==> src/rtl/rv_src_pkg.sv <==
// Shared definitions for rv_lfsr_source: LFSR polynomial, lane states, seed helpers.
package rv_src_pkg;

  localparam logic [15:0] LFSR_POLY = 16'hB400;

  typedef enum logic [1:0] {IDLE, OFFER, DONE} lane_state_t;

  // An all-zero Galois LFSR locks up, so a zero seed is replaced by 1.
  function automatic logic [15:0] nz16(input logic [15:0] s);
    return (s == 16'h0000) ? 16'h0001 : s;
  endfunction

  function automatic logic [15:0] lane_seed(input logic [15:0] base, input int k);
    return nz16(base ^ 16'(k * 32'h1F35));
  endfunction

  function automatic logic [15:0] gate_seed(input logic [15:0] base, input int k);
    return nz16(~lane_seed(base, k));
  endfunction

  function automatic logic [15:0] lfsr_step(input logic [15:0] s);
    return {1'b0, s[15:1]} ^ (s[0] ? LFSR_POLY : 16'h0000);
  endfunction

endpackage

==> src/rtl/rv_src_lane.sv <==
// One ready-valid source lane: FSM, data/gate LFSRs, beat counter and,
// with RV_LFSR_SOURCE_STATS_EN, a saturating stall counter.
module rv_src_lane
  import rv_src_pkg::*;
#(
  parameter int          WIDTH     = 8,
  parameter int          MAX_TXN   = 0,
  parameter logic [15:0] DATA_SEED = 16'h0001,
  parameter logic [15:0] GATE_SEED = 16'hFFFE
) (
  input  logic             clk,
  input  logic             rst,
  input  logic             en,
  input  logic [4:0]       density,
  input  logic             ready,
  output logic             valid,
  output logic [WIDTH-1:0] y,
  output logic             done,
  output logic [15:0]      stall_cnt
);

  lane_state_t      state_q, state_nxt;
  logic [15:0]      data_q, data_nxt, gate_q, gate_nxt;
  logic [31:0]      cnt_q, cnt_nxt;
  logic [WIDTH-1:0] y_q, y_nxt;
  logic             gate_hit;

  assign gate_hit = (density >= 5'd16) || ({1'b0, gate_q[3:0]} < density);

  always_ff @(posedge clk or posedge rst) begin
    if (rst) begin
      state_q <= IDLE;
      data_q  <= DATA_SEED;
      gate_q  <= GATE_SEED;
      cnt_q   <= '0;
      y_q     <= '0;
    end else begin
      state_q <= state_nxt;
      data_q  <= data_nxt;
      gate_q  <= gate_nxt;
      cnt_q   <= cnt_nxt;
      y_q     <= y_nxt;
    end
  end

  always_comb begin
    state_nxt = state_q;
    data_nxt  = data_q;
    cnt_nxt   = cnt_q;
    y_nxt     = y_q;
    gate_nxt  = en ? lfsr_step(gate_q) : gate_q;
    case (state_q)
      IDLE: begin
        if (en && gate_hit) begin
          state_nxt = OFFER;
          y_nxt     = data_q[WIDTH-1:0];
        end
      end
      OFFER: begin
        // Data advances only on accept, so the sequence ignores backpressure.
        if (ready) begin
          cnt_nxt  = cnt_q + 32'd1;
          data_nxt = lfsr_step(data_q);
          if (MAX_TXN != 0 && cnt_nxt == 32'(MAX_TXN))
            state_nxt = DONE;
          else if (en && gate_hit)
            y_nxt = data_nxt[WIDTH-1:0];
          else
            state_nxt = IDLE;
        end
      end
      DONE:    state_nxt = DONE;
      default: state_nxt = IDLE;
    endcase
  end

  assign valid = (state_q == OFFER);
  assign done  = (state_q == DONE);
  assign y     = y_q;

`ifdef RV_LFSR_SOURCE_STATS_EN
  logic [15:0] stall_q;
  always_ff @(posedge clk or posedge rst) begin
    if (rst)
      stall_q <= '0;
    else if (valid && !ready && stall_q != 16'hFFFF)
      stall_q <= stall_q + 16'd1;
  end
  assign stall_cnt = stall_q;
`else
  assign stall_cnt = '0;
`endif

endmodule

==> src/rtl/rv_lfsr_source.sv <==
// Multi-channel pseudo-random ready-valid source. Stall counters are built
// only when RV_LFSR_SOURCE_STATS_EN is defined.
module rv_lfsr_source
  import rv_src_pkg::*;
#(
  parameter int          WIDTH    = 8,
  parameter int          CHANNELS = 2,
  parameter logic [15:0] SEED     = 16'hACE1,
  parameter int          MAX_TXN  = 0
) (
  input  logic                         clk,
  input  logic                         i_RSTn,
  input  logic                         i_EN,
  input  logic [4:0]                   i_DENSITY,
  input  logic [CHANNELS-1:0]          i_READY,
  output logic [CHANNELS-1:0]          o_VALID,
  output logic [CHANNELS*WIDTH-1:0]    o_Y,
  output logic [CHANNELS-1:0]          o_DONE,
  output logic [31:0]                  o_TXN_CNT,
  output logic [CHANNELS*16-1:0]       o_STALL_CNT
);

  // Reset asserts asynchronously, releases on the second clk edge.
  logic [1:0] rst_sync;
  logic       rst;

  always_ff @(posedge clk or posedge i_RSTn) begin
    if (i_RSTn) rst_sync <= 2'b11;
    else        rst_sync <= {rst_sync[0], 1'b0};
  end
  assign rst = rst_sync[1];

  for (genvar k = 0; k < CHANNELS; k++) begin : g_lane
    localparam logic [15:0] DSEED = lane_seed(SEED, k);
    localparam logic [15:0] GSEED = gate_seed(SEED, k);
    rv_src_lane #(
      .WIDTH(WIDTH), .MAX_TXN(MAX_TXN), .DATA_SEED(DSEED), .GATE_SEED(GSEED)
    ) u_lane (
      .clk       (clk),
      .rst       (rst),
      .en        (i_EN),
      .density   (i_DENSITY),
      .ready     (i_READY[k]),
      .valid     (o_VALID[k]),
      .y         (o_Y[k*WIDTH +: WIDTH]),
      .done      (o_DONE[k]),
      .stall_cnt (o_STALL_CNT[k*16 +: 16])
    );
  end

  logic [31:0] acc_cnt;
  always_comb begin
    acc_cnt = '0;
    for (int k = 0; k < CHANNELS; k++)
      acc_cnt = acc_cnt + 32'(o_VALID[k] & i_READY[k]);
  end

  always_ff @(posedge clk or posedge rst) begin
    if (rst) o_TXN_CNT <= '0;
    else     o_TXN_CNT <= o_TXN_CNT + acc_cnt;
  end

endmodule

==> config.mk <==
export PLATFORM = sky130hd
export DESIGN_NAME = rv_lfsr_source
export DESIGN_NICKNAME = d
export VERILOG_FILES = /design/src/rtl/rv_src_pkg.sv /design/src/rtl/rv_src_lane.sv /design/src/rtl/rv_lfsr_source.sv
export SDC_FILE = /design/constraint.sdc
export NUM_CORES = 1
export LEC_CHECK = 0
export BUFFER_PORTS_ARGS = -buffer_cell sky130_fd_sc_hd__buf_4
export CAP_MARGIN = 10
export CORE_MARGIN = 1
export CORE_UTILIZATION = 60
export DETAILED_ROUTE_END_ITERATION = 10
export PLACE_DENSITY_LB_ADDON = 0.1
export SLEW_MARGIN = 20
export SYNTH_ARGS = -nofsm -noshare
export SYNTH_HDL_FRONTEND = slang
export SYNTH_SLANG_ARGS = --single-unit
==> constraint.sdc <==
create_clock -name clk -period 5.2 [get_ports clk]
set_input_delay 0.52 -clock clk [delete_from_list [all_inputs] [get_ports clk]]
set_output_delay 0.52 -clock clk [all_outputs]
set_load 0.01 [all_outputs]
==> results.tsv <==
metric	value	unit
num_vias	3135	
ys_warn_count	0	
fin_nets	509	
die_height	97.01	um
hold_viol	0	
endpoint_kind	flop	
row_count	34	
fin_crit	3.407	ns
total_power	2.783	mW
die_area	9411	um2
run_status	finished, final reports clean	
seq_power_share	44.9	%
syn2layout_area_growth	17.23	%
dp_slack	1.825	ns
fin_worst_skew	0.01122	ns
ir_drop	0.0002296	V
tritoncts	done	
syn_inst	427	
diodes	0	
syn_avg_cell_area	12.68	um2
clock_power_share	37.8	%
drt_iter0_markers	82	
cp.arrival	3.79	ns
p_per_area	438.3	nW/um2
cts.sinks	118	
stdcell_area	6350	um2
cts_resized	0	
dp_hpwl	5.745	mm
cts_max_level	4	
start_kind	flop	
slew_headroom	36.11	%
setup_violations	0	
wl	8.697	mm
final_max_slew_viol_count	0	
ys_async_sr_fraction	100.0	%
die_w	97.01	um
setup_slack	1.793	ns
cts_setup_buffers	0	
drc_errors	0	
track_usage	20.19	%
grt_start_max_net_pins	81	
syn_area	5416	um2
p_leak	3.038	nW
ant_nets	0	
switchingPower	0.7389	mW
finalCritPeriodShare	65.52	%
grt_setup_unrepaired	false	
wire_per_inst	14.21	um
cts_root_buf	clkbuf_8	
grt_pass1_vias	3273	
max_freq	293.5	MHz
final_layout_size_suffix_gt1_share	41.87	%
core	8721	um2
p_int	2.044	mW
synth_seq_cells	118	
worstSkewPairLatency	0.50	ns
cp_max_fo	20	
drt_pre_antenna_iters	4	
crit_type	reg2reg	
overflow	0	
synth-main-ff-cell	dfrtp_1	
hold_class	in2async	
clkTransAtPathRegs	0.06	ns
hold_buffers	0	
antenna_found_initial	0	
sw_frac_of_total	26.55	%
r2r_slack	1.79	ns
hold_ws	0.03947	ns
ys_seq_area_share	55.30	%
critPathRequiredTime	5.58	ns
via_per_inst	5.123	
place_area	5806	um2
tns	0	ns
io_pins	94	
p_comb_share	17.2	%
clk_path_buf_depth	2	
grt_pass1_wl	15.17	mm
start_util	62.11	%
gp_congestion	0.7840	
max-cap-violations	0	
ys_types	33	
portBuffers	61	
worst_slew_pin_slew	0.9584	ns
cts_made_buffers	17	
synth_edf_count	0	
worst max-delay path: stages (launching register included):
cell	delay (ns)
dfrtp_1	0.37
inv_1	0.14
nand2_1	0.20
clkinv_1	0.24
nand2_1	0.46
inv_1	0.19
fa_1	0.26
ha_1	0.23
nand4_1	0.21
nor4_4	0.47
and2_1	0.28
nand3_1	0.12
xnor2_1	0.13
cell families after synthesis:
group	after synthesis	synth area share [%]
buffers and inverters	62	7.138
XOR/XNOR	42	6.791
AND/OR/NAND/NOR	98	9.355
adder cells (fa/ha/maj)	8	1.987
multiplexers	76	15.80
AO/OA/AOI/OAI	22	3.557
flip-flops	118	55.30
other	1	0.06923
flip-flops by register name, indices dropped and copies added, names as in the netlist:
signal	count
g_lane.u_lane.data_q	32
g_lane.u_lane.gate_q	32
g_lane.u_lane.state_q	4
g_lane.u_lane.y	16
o_TXN_CNT	32
rst_sync	2
layout make-up:
cell class / count / area (um2)
Clock buffer: 24 / 470.5
Clock inverter: 8 / 73.82
Fill cell: 611 / 2371
Inverter: 12 / 47.55
Timing Repair Buffer: 63 / 473.0
Tap cell: 108 / 135.1
Sequential cell: 118 / 2995
Multi-Input combinational cell: 279 / 2155
power groups by stage:
stage / clock [mW] / combinational [mW] / sequential, mW
after detailed placement: 0 / 0.486 / 1.26
after global routing: 1.12 / 0.533 / 1.27
after floorplan: 0 / 0.412 / 1.23
after CTS: 1.08 / 0.489 / 1.25
after global placement: 0 / 0.466 / 1.25
final: 1.05 / 0.480 / 1.25
synthesized netlist by cell type (all sizes together) (3+ instances only):
master | count | area share [%]
dfrtp | 84 | 39
mux2 | 76 | 16
buf | 44 | 5.9
nand2 | 43 | 3.0
xnor2 | 36 | 5.8
dfstp | 34 | 16
nor2 | 14 | 0.97
nand3 | 13 | 1.2
inv | 11 | 0.76
a21oi | 8 | 0.74
o21ai | 8 | 0.74
ha | 7 | 1.6
nand4 | 7 | 1.1
clkbuf | 6 | 0.42
xor2 | 6 | 0.97
and4 | 4 | 0.65
nand2b | 4 | 0.46
and2 | 3 | 0.35
and3 | 3 | 0.35
final timing paths:
check / to / cells past startpoint / from
min reg2reg: o_TXN_CNT[6] / 1 / rst_sync[1]
min in group clk: rst_sync[1] / 0 / rst_sync[0]
min: rst_sync[0] / 2 / i_RSTn
max reg2reg: o_TXN_CNT[26] / 12 / g_lane[1].u_lane.state_q[1]
max: o_TXN_CNT[26] / 12 / g_lane[1].u_lane.state_q[1]
max in group asynchronous: g_lane[0].u_lane.data_q[14] / 2 / rst_sync[1]
through the flow:
step	util (%)	std cells
6_report	72.81	612
5_1_grt	72.81	612
4_1_cts	72.81	612
3_5_place_dp	66.57	580
3_3_place_gp	66.57	580
2_1_floorplan	-	459
metal layers:
metal | vias up | GRT usage (%) | share of wire (%) | routed length [um]
met5 | - | 0 | 0 | 0
met4 | 0 | 6.889 | 0.66 | 57
met3 | 4 | 6.358 | 4.6 | 396
met2 | 72 | 32.07 | 49 | 4230
met1 | 1558 | 26.37 | 46 | 4013
li1 | 1501 | - | - | -
cells in the final DEF (no fill, tap or decap), drive strengths merged, types with 3 or more instances in the layout:
master   n
nand3   13
buf     63
xnor2   36
o21ai    8
clkbuf  24
nand4    7
nor2    14
inv     11
dfstp   34
a21oi    8
and2     3
mux2    76
and4     4
ha       7
and3     3
xor2     6
nand2   43
nand2b   4
dfrtp   84
conb    33
clkinv   6
No activity file was read; power rests on OpenSTA's default activity.
